File: config.mk
export PLATFORM = sky130hd
export DESIGN_NAME = serializer_par_to_ser
export DESIGN_NICKNAME = d
export VERILOG_FILES = /design/src/rtl/serializer_par_to_ser.sv
export SDC_FILE = /design/constraint.sdc
export NUM_CORES = 1
export LEC_CHECK = 0
export CAP_MARGIN = 30
export CORE_MARGIN = 2
export CORE_UTILIZATION = 52
export DETAILED_ROUTE_END_ITERATION = 6
export GPL_TIMING_DRIVEN = 0
export PLACE_DENSITY = 0.84
export SYNTH_ARGS = -nofsm -noshare
export SYNTH_HDL_FRONTEND = slang
export SYNTH_SLANG_ARGS = --single-unit
File: constraint.sdc
create_clock -name clk -period 2.1 [get_ports clk]
set_input_delay 0.42 -clock clk [delete_from_list [all_inputs] [get_ports clk]]
set_output_delay 0.42 -clock clk [all_outputs]
set_load 0.005 [all_outputs]
File: src/rtl/serializer_par_to_ser.sv
// serializer_par_to_ser
// Parametrised DATA_W-to-OUT_W serializer. Words arrive over valid/ready,
// leave as N = DATA_W/OUT_W registered chunks on dout. A one-word holding
// buffer lets the next word be taken mid-word so streaming stays gapless.
// word_start/word_last mark word boundaries; underrun pulses once when the
// stream stops after a last beat with no next word available.

module serializer_par_to_ser #(
    parameter int DATA_W    = 16,
    parameter int OUT_W     = 1,
    parameter bit MSB_FIRST = 1'b1
) (
    input  logic              clk,
    input  logic              rst_n,
    input  logic [DATA_W-1:0] s_data,
    input  logic              s_valid,
    output logic              s_ready,
    output logic [OUT_W-1:0]  dout,
    output logic              dout_valid,
    output logic              word_start,
    output logic              word_last,
    output logic              underrun
);

    localparam int N     = DATA_W / OUT_W;
    localparam int CNT_W = (N > 1) ? $clog2(N) : 1;

    localparam logic [CNT_W-1:0] LAST_BEAT = CNT_W'(N - 1);
    localparam logic [CNT_W-1:0] CNT_ONE   = CNT_W'(1);

    // Chunk that goes out first from a word, in the configured order.
    function automatic logic [OUT_W-1:0] head(input logic [DATA_W-1:0] w);
        if (MSB_FIRST) return w[DATA_W-1 -: OUT_W];
        else           return w[OUT_W-1:0];
    endfunction

    // Word with its first chunk consumed, so the next chunk becomes the head.
    function automatic logic [DATA_W-1:0] tail(input logic [DATA_W-1:0] w);
        if (MSB_FIRST) return w << OUT_W;
        else           return w >> OUT_W;
    endfunction

    logic [DATA_W-1:0] r_shift;      // remaining chunks of the word on dout
    logic [DATA_W-1:0] r_hold;       // next word, taken while the shifter is busy
    logic              r_hold_full;
    logic [CNT_W-1:0]  r_cnt;        // index of the chunk currently on dout
    logic [OUT_W-1:0]  r_dout;
    logic              r_dout_valid;
    logic              r_word_start;
    logic              r_word_last;
    logic              r_underrun;

    logic              w_xfer;
    logic              w_load_due;
    logic              w_has_src;
    logic [DATA_W-1:0] w_src_word;

    // The held word has priority; while it exists s_ready is low, so a
    // same-cycle transfer cannot compete with it.
    assign s_ready    = ~r_hold_full;
    assign w_xfer     = s_valid & ~r_hold_full;
    assign w_load_due = ~r_dout_valid | (r_cnt == LAST_BEAT);
    assign w_has_src  = r_hold_full | w_xfer;
    assign w_src_word = r_hold_full ? r_hold : s_data;

    // Control and output registers: load a new word, advance a beat, or go idle.
    always_ff @(posedge clk) begin
        // NOTE: sequential state uses non-blocking assignments so every
        // register samples the pre-edge values of the others.
        if (!rst_n) begin
            r_hold_full  <= 1'b0;
            r_cnt        <= '0;
            r_dout       <= '0;
            r_dout_valid <= 1'b0;
            r_word_start <= 1'b0;
            r_word_last  <= 1'b0;
            r_underrun   <= 1'b0;
        end else if (w_load_due) begin
            r_cnt       <= '0;
            r_hold_full <= 1'b0;
            if (w_has_src) begin
                r_dout       <= head(w_src_word);
                r_dout_valid <= 1'b1;
                r_word_start <= 1'b1;
                r_word_last  <= (N == 1);
                r_underrun   <= 1'b0;
            end else begin
                r_dout       <= '0;
                r_dout_valid <= 1'b0;
                r_word_start <= 1'b0;
                r_word_last  <= 1'b0;
                r_underrun   <= r_dout_valid;
            end
        end else begin
            r_cnt        <= r_cnt + CNT_ONE;
            r_dout       <= head(r_shift);
            r_word_start <= 1'b0;
            r_word_last  <= ((r_cnt + CNT_ONE) == LAST_BEAT);
            r_underrun   <= 1'b0;
            if (w_xfer) r_hold_full <= 1'b1;
        end
    end

    // Datapath registers: shifter contents and the held word.
    always_ff @(posedge clk) begin
        // NOTE: no reset on these data registers; r_dout_valid and
        // r_hold_full already mark their contents as meaningless after reset.
        if (w_load_due) begin
            if (w_has_src) r_shift <= tail(w_src_word);
        end else begin
            r_shift <= tail(r_shift);
            if (w_xfer) r_hold <= s_data;
        end
    end

    assign dout       = r_dout;
    assign dout_valid = r_dout_valid;
    assign word_start = r_word_start;
    assign word_last  = r_word_last;
    assign underrun   = r_underrun;

endmodule

==> impl_metrics.tcl <==
set metrics [dict create \
    timing.slew.headroom 0.589 \
    maxCapViolCount 0 \
    hold_start "r_shift[15]" \
    drtIter0Drc 45 \
    start_util 0.549 \
    htree_levels 2 \
    synth_ff_type "edfxtp_1" \
    grt_pass1_wl_mm 4.95 \
    instances_no_fill 199 \
    hpwl_mm 2.03 \
    combPwrFrac 0.097 \
    drv_slew 0 \
    clockBufferDepth 2 \
    die_h_um 61.0 \
    wl_per_cell_um 14.7 \
    ys_seq_area_frac 0.670 \
    insertedDiodeCount 0 \
    power.density_nw_per_um2 800 \
    ir_worst_vdd_mv 0.545 \
    fp.dieW_um 61.0 \
    yosys.area.top_type "edfxtp_1" \
    rows 20 \
    final.fill_count 255 \
    fin_crit_sh 0.944 \
    setup_viol 0 \
    postPlaceCellArea_um2 1980 \
    coreArea_um2 3080 \
    synthDistinctLibCells 28 \
    startpoint "r_hold_full" \
    drtAntennaViolNets 0 \
    p_sw_w 0.000345 \
    synthCells 124 \
    syn_avg_cell_area_um2 13.6 \
    clkTransAtPathRegs_ns 0.12 \
    grt_pass1_vias 1119 \
    fin_nets 175 \
    totalWireLength_mm 2.93 \
    dr_total_vias 1086 \
    clockPowerShare 0.321 \
    synth_edf_count 31 \
    cp_slowest_cell "clkdlybuf4s50_1" \
    hold_violations 0 \
    grt-ovfl-total 0 \
    async_flop_share 0 \
    intPower_w 0.00131 \
    clkSinkCount 41 \
    r2r-start "r_cnt[0]" \
    required_ns 1.68 \
    cellLeakagePower_nw 0.709 \
    drive_gt1_frac 0.0968 \
    min_period_ns 1.98 \
    portBuffers 24 \
    design_area_um2 2070 \
    synthesis.area_um2 1690 \
    crit_type "reg -> out" \
    viasPerCell 5.46 \
    firstDrtPassIters 4 \
    crit_path_end_kind "output pin" \
    yosysWarnings 0 \
    cts_made_buffers 5 \
    seq_power_share 0.582 \
    ios 25 \
    dp_slack_ns -0.0211 \
    place_congestion 0.727 \
    clock-root-buffer "clkbuf_4" \
    cts_tree "yes" \
    swShare 0.209 \
    syn_nets 145 \
    synthToLayoutAreaGrowth_pct 22.4 \
    rsz0062_at_grt "false" \
    post-cts-setup-buffers 0 \
    critPathLaunchType "flip-flop" \
    status "finished clean" \
    max_freq_mhz 505 \
    skew_ns 0.00599 \
    dp.cells 192 \
    antenna_found_initial 0 \
    path_cells "buf_4 -> inv_1 -> clkdlybuf4s50_1" \
    grt_max_degree 17 \
    layout_setup_ws_ns 0.118 \
    critPathMaxStageDelay_ns 0.46 \
    drc 0 \
    worstPathMaxFanout 19 \
    dieArea_um2 3720 \
    hold_path_class "reg -> reg" \
    worstPathArrival_ns 1.56 \
    insertion_delay_ns 0.35 \
    ys_ff_latch 41 \
    grt_use_total 0.191 \
    synth_area_leaders "edfxtp_1 (55%), dfxtp_1 (12%), mux2i_1 (8.9%)" \
    synth_top_area_share 0.551 \
    tightest_slew_ns 0.615 \
]
layout make-up:
type	count	area (um^2)	share of cell area
timing repair buffer	24	240	0.116
clock buffer	7	55.1	0.0266
tap	44	55.1	0.0266
multi-input combinational	74	507	0.245
sequential	41	1130	0.547
buffer	6	42.5	0.0206
inverter	2	7.51	0.00363
clock inverter	1	30.0	0.0145
final timing paths:
kind | end | slack (ns) | depth (start not counted)
min reg2reg | dout | 0.51 | 1
max reg2reg | r_hold[9] | 0.22 | 5
min | dout | 0.51 | 1
max | s_ready | 0.12 | 3
cells in the final DEF, fill, tap and decap left out, types with 4 or more instances in the layout:
master	netlist	routed
edfxtp_1	31	31
clkdlybuf4s50_1	0	24
nand3_1	17	17
mux2i_1	15	15
dfxtp_1	10	10
o21ai_1	8	8
nor2_1	7	7
o21ai_0	6	6
clkbuf_4	0	5
nand2_1	4	4
kinds of logic (layout without fill, tap and decap cells):
group / count (synthesis) / after routing / synth area share
AO/OA/AOI/OAI: 18 / 18 / 0.0615
buffers and inverters: 9 / 40 / 0.0311
multiplexers: 15 / 15 / 0.0889
flip-flops: 41 / 41 / 0.670
XOR/XNOR: 3 / 3 / 0.0156
adder cells (fa/ha/maj): 2 / 2 / 0.0148
AND/OR/NAND/NOR: 36 / 36 / 0.119
stage by stage:
| step | power (W) | util | hold slack [ns] | setup TNS [ns] |
|---|---|---|---|---|
| CTS | 0.00166 | 0.674 | 0.517 | 0 |
| floorplan | 0.00106 | - | 0.441 | 0 |
| detailed placement | 0.00114 | 0.645 | 0.471 | -0.325 |
| global route | 0.00173 | 0.672 | 0.539 | 0 |
| finish | 0.00165 | 0.672 | 0.513 | 0 |
| global placement | 0.00113 | 0.645 | 0.455 | 0 |
registers in the layout, summed over array words and instances (netlist names):
register / flops
dout_valid: 1
dout: 1
word_last: 1
r_shift: 15
r_hold_full: 1
r_hold: 16
word_start: 1
underrun: 1
r_cnt: 4
worst max-delay path: cells and delay by family (launching register included):
family	cells	cell delay (ns)
buf+inv	3	0.86
flops	1	0.35
cell usage after synthesis (3+ instances only):
library cell and count:
buf_2 3, nand2_1 4, edfxtp_1 31, nor2_1 7
dfxtp_1 10, nand3_1 17, o21ai_0 6, mux2i_1 15
o21ai_1 8
timing repair:
item | 4_1_cts | 5_1_grt
setup endpoints to repair | 17 | 1
hold buffers | 0 | 0
resized for setup | 3 | 0
hold endpoints to repair | 0 | 0
power by group through the flow:
| stage | Sequential, W | Combinational [W] | Clock (W) |
|---|---|---|---|
| finish | 0.000962 | 0.000161 | 0.000532 |
| global route | 0.000968 | 0.000181 | 0.000578 |
| CTS | 0.000962 | 0.000165 | 0.000538 |
| detailed placement | 0.000980 | 0.000162 | 0 |
| global placement | 0.000977 | 0.000155 | 0 |
| floorplan | 0.000974 | 0.0000882 | 0 |
per-layer routing:
layer  up-vias  global-route usage  part of all wire
met5         -                   0                 0
met2        22               0.321              0.50
met3         8              0.0704             0.046
li1        525                   -                 -
met1       531               0.220              0.43
met4         0              0.0807             0.020
(Power assumes the default switching activity.)
